[src/rtl/mem_io_responder_pkg.sv]
`default_nettype none
// ============================================================================
// Package     : mem_io_pkg
// Description : Shared constants and types for the memory-mapped I/O
//               responder: register offsets, STATUS/CTRL bit positions,
//               the CTRL write-data view and a count-saturation helper.
// Revision    : 1.0 - initial release
// ============================================================================
package mem_io_pkg;

    // Register offsets inside the 4-word window
    localparam logic [1:0] OFF_DATA   = 2'd0;
    localparam logic [1:0] OFF_STATUS = 2'd1;
    localparam logic [1:0] OFF_TIMER  = 2'd2;
    localparam logic [1:0] OFF_CTRL   = 2'd3;

    // STATUS bit positions
    localparam int ST_EMPTY  = 0;
    localparam int ST_FULL   = 1;
    localparam int ST_OVF    = 2;
    localparam int ST_CNT_LO = 4;
    localparam int ST_CNT_HI = 7;
    localparam int ST_WRAP   = 8;

    // CTRL bit positions
    localparam int CTRL_TIMER_EN  = 0;
    localparam int CTRL_CLR_FLAGS = 1;
    localparam int CTRL_IRQ_EN    = 2;

    // View of the low CTRL bits (bit2 .. bit0)
    typedef struct packed {
        logic irq_en;
        logic clr_flags;
        logic timer_en;
    } ctrl_t;

    // STATUS count field is only 4 bits wide; deeper FIFOs report 15
    function automatic logic [3:0] sat_count4(input logic [4:0] cnt);
        return (cnt > 5'd15) ? 4'hF : cnt[3:0];
    endfunction

endpackage : mem_io_pkg
`default_nettype wire

[src/rtl/mem_io_responder_if.sv]
`default_nettype none
// ============================================================================
// Interface   : mem_io_responder_if
// Description : CPU memory-bus signals (en/rd_en/wr_en/addr/din/dout/hit)
//               plus the TX valid/ready stream of the I/O responder.
//               master : bus driver / stream sink (CPU side + sink)
//               slave  : the responder
// Revision    : 1.0 - initial release
// ============================================================================
interface mem_io_responder_if #(
    parameter int ADDR_WIDTH = 12
);
    logic [ADDR_WIDTH-1:0] addr;
    logic                  en;
    logic                  rd_en;
    logic                  wr_en;
    logic [15:0]           din;
    logic [15:0]           dout;
    logic                  hit;
    logic                  tx_valid;
    logic [15:0]           tx_data;
    logic                  tx_ready;

    modport master (
        output addr, en, rd_en, wr_en, din, tx_ready,
        input  dout, hit, tx_valid, tx_data
    );

    modport slave (
        input  addr, en, rd_en, wr_en, din, tx_ready,
        output dout, hit, tx_valid, tx_data
    );
endinterface : mem_io_responder_if
`default_nettype wire

[src/rtl/mem_io_responder_fifo.sv]
`default_nettype none
// ============================================================================
// Module      : mem_io_fifo
// Description : Synchronous FIFO with extra-MSB pointers (natural wrap).
//               A pop on an empty FIFO is ignored; a push on a full FIFO is
//               accepted only when a pop frees a slot in the same cycle.
// Ports       : clk, rst_n (async, active low)
//               push/push_data, pop, full, empty, count, head (= mem[rd_ptr])
// Revision    : 1.0 - initial release
// ============================================================================
module mem_io_fifo #(
    parameter int WIDTH = 16,
    parameter int DEPTH = 8
) (
    input  wire logic                       clk,
    input  wire logic                       rst_n,
    input  wire logic                       push,
    input  wire logic [WIDTH-1:0]           push_data,
    input  wire logic                       pop,
    output logic                            full,
    output logic                            empty,
    output logic [$clog2(DEPTH):0]          count,
    output logic [WIDTH-1:0]                head
);
    localparam int AW = $clog2(DEPTH);

    logic [WIDTH-1:0] r_mem [DEPTH];
    logic [AW:0]      r_wr_ptr;
    logic [AW:0]      r_rd_ptr;
    logic             w_pop_ok;
    logic             w_push_ok;

    assign empty = (r_wr_ptr == r_rd_ptr);
    assign full  = (r_wr_ptr[AW] != r_rd_ptr[AW]) &&
                   (r_wr_ptr[AW-1:0] == r_rd_ptr[AW-1:0]);
    assign count = r_wr_ptr - r_rd_ptr;
    assign head  = r_mem[r_rd_ptr[AW-1:0]];

    assign w_pop_ok  = pop & ~empty;
    // Full + simultaneous pop still has room for the new word
    assign w_push_ok = push & (~full | w_pop_ok);

    always_ff @(posedge clk or negedge rst_n) begin
        if (!rst_n) begin
            r_wr_ptr <= '0;
            r_rd_ptr <= '0;
            // Storage is cleared so the stream data output reads 0 after reset
            for (int i = 0; i < DEPTH; i++) begin
                r_mem[i] <= '0;
            end
        end else begin
            if (w_push_ok) begin
                r_mem[r_wr_ptr[AW-1:0]] <= push_data;
                r_wr_ptr                <= r_wr_ptr + 1'b1;
            end
            if (w_pop_ok) begin
                r_rd_ptr <= r_rd_ptr + 1'b1;
            end
        end
    end
endmodule : mem_io_fifo
`default_nettype wire

[src/rtl/mem_io_responder.sv]
`default_nettype none
// ============================================================================
// Module      : mem_io_responder
// Description : Memory-mapped I/O responder on the 16-bit CPU bus.
//               Window BASE_ADDR..BASE_ADDR+3: DATA (push to TX FIFO),
//               STATUS, TIMER, CTRL. Reads have 1-cycle latency (hit/dout).
// Ports       : clk, rst_n (async, active low)
//               bus : mem_io_responder_if.slave (bus + TX stream)
//               irq : only when MEM_IO_RESPONDER_IRQ_EN is defined
// Options     : MEM_IO_RESPONDER_IRQ_EN - adds registered irq output
// Revision    : 1.0 - initial release
// ============================================================================
module mem_io_responder
    import mem_io_pkg::*;
#(
    parameter int                    ADDR_WIDTH = 12,
    parameter logic [ADDR_WIDTH-1:0] BASE_ADDR  = 12'hFFC,
    parameter int                    FIFO_DEPTH = 8
) (
    input  wire logic         clk,
    input  wire logic         rst_n,
    mem_io_responder_if.slave bus
`ifdef MEM_IO_RESPONDER_IRQ_EN
    ,
    output logic              irq
`endif
);
    localparam int CW = $clog2(FIFO_DEPTH) + 1;

    // Decode
    logic        w_sel;
    logic [1:0]  w_off;
    logic        w_wr;
    logic        w_rd;
    logic        w_push;
    logic        w_pop;
    logic        w_load;
    logic        w_ctrl_wr;
    ctrl_t       w_ctrl_din;
    logic        w_clr;
    logic        w_drop;
    logic        w_wrap_evt;

    // FIFO
    logic        w_full;
    logic        w_empty;
    logic [CW-1:0] w_count;
    logic [15:0] w_head;

    // State
    logic [15:0] r_timer;
    logic        r_timer_en;
    logic        r_irq_en;
    logic        r_ovf;
    logic        r_wrap;
    logic [15:0] r_dout;
    logic        r_hit;

    logic [15:0] w_status;
    logic [15:0] w_ctrl_rd;
    logic [15:0] w_rdata;

    assign w_sel  = bus.en & (bus.addr[ADDR_WIDTH-1:2] == BASE_ADDR[ADDR_WIDTH-1:2]);
    assign w_off  = bus.addr[1:0];
    assign w_wr   = w_sel & bus.wr_en;
    assign w_rd   = w_sel & bus.rd_en & ~bus.wr_en;

    assign w_push     = w_wr & (w_off == OFF_DATA);
    assign w_pop      = ~w_empty & bus.tx_ready;
    assign w_load     = w_wr & (w_off == OFF_TIMER);
    assign w_ctrl_wr  = w_wr & (w_off == OFF_CTRL);
    assign w_ctrl_din = ctrl_t'(bus.din[2:0]);
    assign w_clr      = w_ctrl_wr & w_ctrl_din.clr_flags;
    assign w_drop     = w_push & w_full & ~w_pop;
    // A load replaces the increment, so it cannot cause a wrap
    assign w_wrap_evt = ~w_load & r_timer_en & (r_timer == 16'hFFFF);

    mem_io_fifo #(
        .WIDTH (16),
        .DEPTH (FIFO_DEPTH)
    ) u_fifo (
        .clk       (clk),
        .rst_n     (rst_n),
        .push      (w_push),
        .push_data (bus.din),
        .pop       (w_pop),
        .full      (w_full),
        .empty     (w_empty),
        .count     (w_count),
        .head      (w_head)
    );

    assign bus.tx_valid = ~w_empty;
    assign bus.tx_data  = w_head;
    assign bus.dout     = r_dout;
    assign bus.hit      = r_hit;

    always_comb begin
        w_status                       = '0;
        w_status[ST_EMPTY]             = w_empty;
        w_status[ST_FULL]              = w_full;
        w_status[ST_OVF]               = r_ovf;
        w_status[ST_CNT_HI:ST_CNT_LO]  = sat_count4(5'(w_count));
        w_status[ST_WRAP]              = r_wrap;

        w_ctrl_rd                      = '0;
        w_ctrl_rd[CTRL_TIMER_EN]       = r_timer_en;
        w_ctrl_rd[CTRL_IRQ_EN]         = r_irq_en;
    end

    // Read mux sees pre-update state of the request edge
    always_comb begin
        w_rdata = '0;
        case (w_off)
            OFF_DATA:   w_rdata = '0;
            OFF_STATUS: w_rdata = w_status;
            OFF_TIMER:  w_rdata = r_timer;
            OFF_CTRL:   w_rdata = w_ctrl_rd;
            default:    w_rdata = '0;
        endcase
    end

    always_ff @(posedge clk or negedge rst_n) begin
        if (!rst_n) begin
            r_timer    <= '0;
            r_timer_en <= 1'b0;
            r_irq_en   <= 1'b0;
            r_ovf      <= 1'b0;
            r_wrap     <= 1'b0;
            r_dout     <= '0;
            r_hit      <= 1'b0;
        end else begin
            r_hit <= w_rd;
            if (w_rd) begin
                r_dout <= w_rdata;
            end

            if (w_load) begin
                r_timer <= bus.din;
            end else if (r_timer_en) begin
                r_timer <= r_timer + 16'd1;
            end

            if (w_ctrl_wr) begin
                r_timer_en <= w_ctrl_din.timer_en;
                r_irq_en   <= w_ctrl_din.irq_en;
            end

            // A drop and a clear cannot share a cycle (one bus access)
            if (w_drop) begin
                r_ovf <= 1'b1;
            end else if (w_clr) begin
                r_ovf <= 1'b0;
            end

            // A wrap coinciding with a clear is kept so the event is not lost
            if (w_wrap_evt) begin
                r_wrap <= 1'b1;
            end else if (w_clr) begin
                r_wrap <= 1'b0;
            end
        end
    end

`ifdef MEM_IO_RESPONDER_IRQ_EN
    logic r_irq;

    always_ff @(posedge clk or negedge rst_n) begin
        if (!rst_n) begin
            r_irq <= 1'b0;
        end else begin
            r_irq <= r_irq_en & (r_wrap | r_ovf);
        end
    end

    assign irq = r_irq;
`endif

endmodule : mem_io_responder
`default_nettype wire

[src/flat_wrapper.sv]
// flat-port wrapper written by rule: the top's interface ports become plain ports
module mem_io_responder_flat import mem_io_pkg::*;
#(
    parameter int                    ADDR_WIDTH = 12,
    parameter logic [ADDR_WIDTH-1:0] BASE_ADDR  = 12'hFFC,
    parameter int                    FIFO_DEPTH = 8
)
  (clk, rst_n, bus_addr, bus_en, bus_rd_en, bus_wr_en, bus_din, bus_tx_ready, bus_dout, bus_hit, bus_tx_valid, bus_tx_data);
  mem_io_responder_if #(.ADDR_WIDTH(ADDR_WIDTH)) bus_i ();
  input  wire logic clk;
  input  wire logic rst_n;
  input wire logic [$bits(bus_i.addr)-1:0] bus_addr;
  input wire logic [$bits(bus_i.en)-1:0] bus_en;
  input wire logic [$bits(bus_i.rd_en)-1:0] bus_rd_en;
  input wire logic [$bits(bus_i.wr_en)-1:0] bus_wr_en;
  input wire logic [$bits(bus_i.din)-1:0] bus_din;
  input wire logic [$bits(bus_i.tx_ready)-1:0] bus_tx_ready;
  output wire logic [$bits(bus_i.dout)-1:0] bus_dout;
  output wire logic [$bits(bus_i.hit)-1:0] bus_hit;
  output wire logic [$bits(bus_i.tx_valid)-1:0] bus_tx_valid;
  output wire logic [$bits(bus_i.tx_data)-1:0] bus_tx_data;
  assign bus_i.addr = bus_addr;
  assign bus_i.en = bus_en;
  assign bus_i.rd_en = bus_rd_en;
  assign bus_i.wr_en = bus_wr_en;
  assign bus_i.din = bus_din;
  assign bus_i.tx_ready = bus_tx_ready;
  assign bus_dout = bus_i.dout;
  assign bus_hit = bus_i.hit;
  assign bus_tx_valid = bus_i.tx_valid;
  assign bus_tx_data = bus_i.tx_data;
  mem_io_responder #(.ADDR_WIDTH(ADDR_WIDTH), .BASE_ADDR(BASE_ADDR), .FIFO_DEPTH(FIFO_DEPTH)) u_core (.clk(clk), .rst_n(rst_n), .bus(bus_i));
endmodule
[config.mk]
export PLATFORM = sky130hd
export DESIGN_NAME = mem_io_responder_flat
export DESIGN_NICKNAME = d
export VERILOG_FILES = /design/src/rtl/mem_io_responder_pkg.sv /design/src/rtl/mem_io_responder_if.sv /design/src/rtl/mem_io_responder_fifo.sv /design/src/rtl/mem_io_responder.sv /design/src/flat_wrapper.sv
export SDC_FILE = /design/constraint.sdc
export NUM_CORES = 1
export LEC_CHECK = 0
export ABC_AREA = 1
export CORE_MARGIN = 4
export CORE_UTILIZATION = 50
export DETAILED_ROUTE_END_ITERATION = 10
export GPL_TIMING_DRIVEN = 0
export PLACE_DENSITY_LB_ADDON = 0.15
export SETUP_SLACK_MARGIN = 0.02
export SLEW_MARGIN = 10
export SYNTH_ARGS = -nofsm -noshare
export SYNTH_HDL_FRONTEND = slang
export SYNTH_SLANG_ARGS = --single-unit
[constraint.sdc]
create_clock -name clk -period 6.7 [get_ports clk]
set_input_delay 1.34 -clock clk [delete_from_list [all_inputs] [get_ports clk]]
set_output_delay 1.34 -clock clk [all_outputs]
set_load 0.005 [all_outputs]
**Yosys cells after proc, flatten, opt, wreduce, memory -nomap -nowiden**

Cells that the tools add are included.
Widths: inputs -> output; s select.

- Register bits: 173
- Latch bits: 0
- Bits in writable memories: 0
- Memory bits (read-only): 0
- Input bits: 34
- Memories kept: 0

- Add/subtract/negate cells: 4
- $mul: 0
- Div/mod/pow operators: 0
- Magnitude comparators: 3
- Equality and inequality tests: 8
- Shifts and indexed selects: 0
- Mux-type cells: 12
- Bitwise gates (word level): 23
- Reductions and logical operators: 6

Operator list:

| cell | count |
|---|---|
| $bwmux 128 | 1 |
| $mux 16 | 5 |
| $pmux 16 s4 | 1 |
| $bmux 16 s3 | 1 |
| $demux 16 s3 | 1 |
| $add 16x1->16 const B | 1 |
| $eq 16x16->1 const B | 1 |
| $and 1x1->1 | 15 |
| $eq 10x10->1 const B | 1 |
| $add 4x1->4 const B | 2 |
| $ge 4x4->1 const B | 2 |
| $not 3->4 | 2 |
| $reduce_bool 2->1 | 3 |
| $not 1->1 | 5 |
| $eq 2x2->1 const B | 2 |
| $eq 4x4->1 | 1 |
| $lt 4x1->1 const B | 1 |
| $sub 4x4->4 | 1 |
| $eq 3x3->1 | 1 |
| $mux 1 | 3 |
| $eq 2x1->1 const B | 1 |
| $logic_and 1x1->1 | 2 |
| $logic_not 2->1 | 1 |
| $ne 1x1->1 | 1 |
| $or 1x1->1 | 1 |

**Logic depth before layout (Yosys ltp)**

Gate-level depths: netlist of run 1.

- Depth after elaboration: 8
- Depth in mapped cells: 12
- Depth with buffers taken out: 10

**Modules after synthesis**

A second synthesis of run 1 with hierarchy kept.

- Cells, all modules: 1250
- Area, all modules: 9312.7 sq um

By module, submodules not included:

| module | instances | cells an instance | area each (sq um) | seq. area each (sq um) |
|---|---|---|---|---|
| mem_io_fifo | 1 | 943 | 7168.1 | 3403.3 |
| mem_io_responder | 1 | 307 | 2144.6 | 925.9 |

**Worst setup path before layout of run 1**

Ideal clock, no wire load.

- Path type: register to output
- Start point: reg u_core.u_fifo.r_rd_ptr[2]
- End point: out bus_tx_valid
- Data arrival time: 1.703 ns
- Data required time: 5.360 ns
- Slack: 3.657 ns
- Stages on the path, launching flop included: 8
- Buffers on the path: 2
- Path through: dfrtp_1 clkbuf_1 clkinv_1 clkbuf_1 ha_1 inv_1 nor2_1 nand2_1

- Word-level cells in the longest chain between the ends: 2

RTL lines:

| element | RTL line | source |
|---|---|---|
| from (decl) | mem_io_responder_fifo.sv:29 | `logic [AW:0] r_rd_ptr;` |
| from (signal assigned) | mem_io_responder_fifo.sv:57 | `r_rd_ptr <= r_rd_ptr + 1'b1;` |
| $eq 4x4->1 | mem_io_responder_fifo.sv:33 | `assign empty = (r_wr_ptr == r_rd_ptr);` |
| $not 1->1 | mem_io_responder.sv:93 | `assign bus.tx_valid = ~w_empty;` |
| to (decl) | flat_wrapper.sv:20 | `output wire logic [$bits(bus_i.tx_valid)-1:0] bus_tx_valid;` |

Every way passes these cells.

**Worst setup path in the final report of run 1**

Same ends and word-level chain as after synthesis.

==> results of run 1 <==
-- final cells by class --
cell class	instances	area, um2
tap	225	282
buffer	82	417
timing repair buffer	52	543
clock buffer	19	443
clock inverter	13	154
sequential	173	4330
inverter	53	199
multi-input combinational	847	3890
fill	1625	7040
-- synth_stat cells, drive strengths merged --
master,count
a21oi,7
o21a,1
nand3b,1
or2,3
nand4,14
a221oi,1
dfrtp,173
a32oi,1
o22ai,35
nor3,6
nand2,389
clkbuf,47
ha,6
o21bai,1
o211ai,3
o21ai,87
fa,1
xor2,9
inv,49
nand3,168
buf,35
o31ai,9
nor2,105
clkinv,4
-- per-stage QoR --
stage | cell area, um2 | hold slack, ns
2_1_floorplan | 8830 | 0.444
6_report | 10300 | 0.476
5_1_grt | 10300 | 0.490
3_3_place_gp | 9630 | 0.456
4_1_cts | 10300 | 0.477
3_5_place_dp | 9660 | 0.460
-- power by group through the flow --
stage / clock network, mW / logic (mW) / registers [mW]
global placement: 0 / 0.948 / 1.10
finish: 1.01 / 0.964 / 1.08
CTS: 1.02 / 0.956 / 1.08
floorplan: 0 / 0.542 / 1.09
detailed placement: 0 / 0.952 / 1.10
global route: 1.07 / 1.06 / 1.08
-- cell families after synthesis --
logic type               after synthesis  synth area share
AO/OA/AOI/OAI                        145            0.0919
adder cells (fa/ha/maj)                7            0.0108
flip-flops                           173             0.490
AND/OR/NAND/NOR                      686             0.329
buffers and inverters                135            0.0697
XOR/XNOR                               9           0.00892
-- worst paths after layout --
check	endpoint	depth (start not counted)
worst max-delay path	bus_tx_valid	8
worst min-delay path	u_core.u_fifo.r_mem[101]	2
worst max register to register	u_core.u_fifo.r_mem[10]	12
worst min register to register	u_core.u_fifo.r_mem[101]	2
max in group asynchronous	u_core.u_fifo.r_mem[39]	2
min in group asynchronous	u_core.bus.hit	1
-- per-layer routing --
| metal | vias to the layer above | global-route usage |
|---|---|---|
| li1 | 3916 | - |
| met2 | 255 | 0.451 |
| met1 | 3937 | 0.355 |
| met4 | 0 | 0.0653 |
| met5 | - | 0 |
| met3 | 31 | 0.0512 |
-- critical path, cell delays in order, from the launching register on --
cell	delay [ns]
dfrtp_1	0.32
clkbuf_1	0.38
clkinv_1	0.38
clkbuf_1	0.35
ha_1	0.43
inv_1	0.07
nor2_1	0.18
nand2_1	0.18
clkdlybuf4s50_1	0.49
-- state kept, by name, indices dropped and copies added, names as in the netlist --
name and flops:
u_core.u_fifo.r_wr_ptr 4, u_core.r_wrap 1, u_core.bus.dout 16, u_core.r_timer 16
u_core.u_fifo.r_mem 128, u_core.bus.hit 1, u_core.r_irq_en 1, u_core.r_ovf 1
u_core.r_timer_en 1, u_core.u_fifo.r_rd_ptr 4
==> impl_metrics.yaml, run 1 <==
worst_setup_path:
  crit_path_start: "u_core.u_fifo.r_rd_ptr[2]"
  cp-end-kind: "output port"
  reg2reg_from: "u_core.u_fifo.r_rd_ptr[2]"
  critPathArrivalTime_ns: 3.22
  critPathMaxFanout: 10
  start_kind: "flop"
  critPathRequiredTime_ns: 5.36
  critPathKind: "reg2out"
  r2r_slack_ns: 3.41
cells_and_area:
  final_common_cell: "nand2_1"
  syn_to_final_growth_pct: 16.1
  drive_gt1_frac: 0.0557
  n_antenna_cell: 0
  nets: 1267
  final_cell_mix: "nand2_1, dfrtp_1, nand3_1"
  instances_no_fill: 1464
  final_util: 0.593
floorplan:
  design.die.area_um2: 19900
  start_util: 0.511
  coreArea_um2: 17300
  num_rows: 48
  die_height_um: 141
  die_w_um: 141
  ios: 68
timing:
  finalMaxSlewViolations: 0
  setup_tns_ns: 0
  skew_ns: 0.0111
  setup_slack_ns: 2.14
  setup_viol: 0
  final.min_clock_period_ns: 4.56
  min_period_over_period: 0.681
  fmax_mhz: 219
  finalHoldViolations: 0
  rsz0062_at_grt: "no"
  worst_pin_slew_ns: 0.799
  slew_headroom: 0.465
detailed_routing:
  vias: 8139
  finalWirelength_um: 25900
  wl_met3_um: 1490
  wl_met1_um: 11300
  firstDrtPassIters: 5
  antenna_left: 0
  drt_iter0_markers: 596
  top_layer_used: "met4"
  met2RoutedLength_um: 12600
  drc: 0
  viasPerCell: 5.56
  wire_per_inst_um: 17.7
power:
  total_power_mw: 3.06
  clkPwrFrac: 0.332
  switching_power_mw: 1.06
  p_leak_nw: 5.18
  ir_drop_mv: 0.223
  internal_power_mw: 1.99
  swShare: 0.348
  combPwrFrac: 0.315
  seq_power_share: 0.353
  power.density_nw_per_um2: 298
clock_tree:
  htreeDepth: 4
  cts_resized: 0
  cts_buffer_depth: 2
  clkTransAtPathRegs_ns: 0.07
  worst_skew_pair.late_latency_ns: 0.44
  clkSinkCount: 173
  cts_buffers: 17
  cts_tree: "yes"
  holdBufCountCts: 0
  root_buffer: "clkbuf_16"
  post_cts_buffers: 0
synthesis:
  ys_warn_count: 0
  synth_cell_types: 31
  synth-seq-cells: 173
  syn_area_per_cell_um2: 7.65
  ys_seq_area_frac: 0.490
  synth_top_area_frac: 0.490
  syn_inst: 1155
  syn_area_um2: 8830
  synth_top_cell_by_area: "dfrtp_1"
  synth_nets: 1196
  ys_top_cells_by_area: "dfrtp_1, nand2_1, nand3_1"
global_routing:
  antenna_found_initial: 0
  grtUsageTotal: 0.266
  grt-ovfl-total: 0
  grt_pass1_vias: 8027
  grt_pass1_wl_um: 42200
  grt_max_degree: 103
status:
  status: "complete, no violations"
placed_design:
  pre_cts_ws_ns: 2.63
  dpl.hpwl_um: 18800
  place_congestion: 0.881
  dp_cells: 1432
  io_buffers: 51
flow_run:
  drv_cap: 0
hold_path:
  hp-class: "reg2reg"
  min_from: "u_core.u_fifo.r_mem[101]"
(Power assumes the default switching activity.)
==> inputs of run 2 (changes only) <==
Clock period 6.7 ns to 4.55 ns, I/O delays scaled along.
==> results of run 2 <==
The final DEF is identical to that of run 1. Status: complete, no violations.
Main changes from that run: setup slack after placement 2.63 ns -> 0.912 ns; setup slack after layout 2.14 ns -> 0.417 ns; hold slack 0.476 ns -> 0.425 ns; register-to-register setup slack 3.41 ns -> 1.26 ns; total power 3.06 mW -> 4.50 mW; worst IR drop on VDD 0.223 mV -> 0.328 mV
==> inputs of run 3 (changes only) <==
Settings changed: MAX_ROUTING_LAYER set to met4, PLACE_DENSITY set to 0.78, PLACE_DENSITY_LB_ADDON 0.15 to unset.
==> impl_metrics.yaml, run 3 (synthesis gave the netlist of run 1 again) <==
floorplan:
  num_rows: 48
  die_height_um: 141
  die_w_um: 141
  coreArea_um2: 17300
  ios: 68
  start_util: 0.511
  design.die.area_um2: 19900
power:
  swShare: 0.339
  combPwrFrac: 0.312
  total_power_mw: 4.57
  power.density_nw_per_um2: 445
  ir_drop_mv: 0.308
  clkPwrFrac: 0.340
  internal_power_mw: 3.02
  switching_power_mw: 1.55
  seq_power_share: 0.347
  p_leak_nw: 5.19
flow_run:
  drv_cap: 0
cells_and_area:
  final_cell_mix: "nand2_1, dfrtp_1, nand3_1"
  n_antenna_cell: 0
  final_util: 0.594
  num-fill-cells: 1599
  final_common_cell: "nand2_1"
  largest-register: "u_core.u_fifo.r_mem"
  drive_gt1_frac: 0.0541
  design_area_um2: 10300
  nets: 1267
  syn_to_final_growth_pct: 16.4
  largest_reg_flops: 128
global_routing:
  grt-ovfl-total: 0
  grt_pass1_vias: 8156
  grtUsageMet1: 0.352
  grtUsageMet3: 0.0478
  busiest_layer: "met2"
  grt_pass1_wl_um: 42300
  grt_max_degree: 113
  grtUsageMet2: 0.445
  antenna_found_initial: 0
  grtUsageTotal: 0.273
detailed_routing:
  drt_iter0_markers: 809
  drc: 0
  vias: 8273
  viasPerCell: 5.65
  finalWirelength_um: 25700
  antenna_left: 0
  wire_per_inst_um: 17.5
  firstDrtPassIters: 5
clock_tree:
  cts_resized: 0
  clkSinkCount: 173
  cts_buffer_depth: 2
  holdBufCountCts: 0
  clkTransAtPathRegs_ns: 0.07
  cts_tree: "yes"
  htreeDepth: 4
  post_cts_buffers: 0
  root_buffer: "clkbuf_16"
  cts_buffers: 17
  worst_skew_pair.late_latency_ns: 0.44
timing:
  rsz0062_at_grt: "no"
  fmax_mhz: 238
  finalHoldViolations: 0
  skew_ns: 0.00729
  setup_tns_ns: 0
  worst_pin_slew_ns: 0.711
  final.min_clock_period_ns: 4.20
  setup_viol: 0
  finalMaxSlewViolations: 0
  slew_headroom: 0.525
  min_period_over_period: 0.924
worst_setup_path:
  r2r_slack_ns: 1.20
  reg2reg_from: "u_core.u_fifo.r_rd_ptr[2]"
  crit_path_start: "u_core.u_fifo.r_rd_ptr[2]"
  critPathKind: "reg2out"
  rr_worst_depth: 12
  critPathRequiredTime_ns: 3.64
  critPathArrivalTime_ns: 3.29
  critPathMaxFanout: 10
  cp-end-kind: "output port"
  start_kind: "flop"
  endpoint: "bus_tx_valid"
  timing.rr.end: "u_core.u_fifo.r_mem[39]"
placed_design:
  io_buffers: 51
  dpl.hpwl_um: 18300
  place_area_um2: 9660
  place_congestion: 0.911
hold_path:
  hp-class: "in2async"
status:
  status: "complete, no violations"
## run 3: routing by layer
metal  up-vias  wire length, um
li1       3918                -
met2       379            12500
met1      3917            10700
met5         -                0
met3        59             1910
met4         0              539
## run 3: cell type report
cell class / count / area [um2] / area share
Sequential cell: 173 / 4330 / 0.421
Inverter: 53 / 199 / 0.0194
Clock buffer: 20 / 437 / 0.0425
Multi-Input combinational cell: 847 / 3890 / 0.378
Tap cell: 225 / 282 / 0.0274
Timing Repair Buffer: 52 / 543 / 0.0528
Clock inverter: 12 / 185 / 0.0180
Buffer: 82 / 417 / 0.0405
## run 3: worst min-delay path by stage
stage                                         end                     from  slack, ns
after floorplan           u_core.u_fifo.r_mem[31]  u_core.u_fifo.r_mem[31]       0.44
after detailed placement  u_core.u_fifo.r_mem[35]  u_core.u_fifo.r_mem[35]       0.46
final                              u_core.bus.hit                    rst_n       0.41
after global placement    u_core.u_fifo.r_mem[35]  u_core.u_fifo.r_mem[35]       0.46
after CTS                          u_core.bus.hit                    rst_n       0.43
after global routing               u_core.bus.hit                    rst_n       0.45
## run 3: power by group through the flow
stage / sequential [mW] / clock [mW] / combinational (mW)
finish: 1.59 / 1.56 / 1.43
global placement: 1.62 / 0 / 1.37
detailed placement: 1.62 / 0 / 1.39
floorplan: 1.60 / 0 / 0.798
CTS: 1.59 / 1.56 / 1.41
global route: 1.59 / 1.63 / 1.58
## run 3: worst max-delay path: stages (launching register included)
cell and delay (ns):
dfrtp_1 0.32, clkbuf_1 0.40, clkinv_1 0.39, clkbuf_1 0.36, ha_1 0.45, inv_1 0.07
nor2_1 0.20, nand2_1 0.19, clkdlybuf4s50_1 0.49
## run 3: metrics by stage
| step | cells | hold slack, ns | worst slack, ns |
|---|---|---|---|
| after floorplan | 1155 | 0.444 | 1.94 |
| after global placement | 1431 | 0.456 | -4.60 |
| after detailed placement | 1432 | 0.460 | 0.850 |
| after CTS | 1464 | 0.431 | 0.363 |
| after global routing | 1464 | 0.450 | 0.0773 |
| final | 1464 | 0.405 | 0.346 |
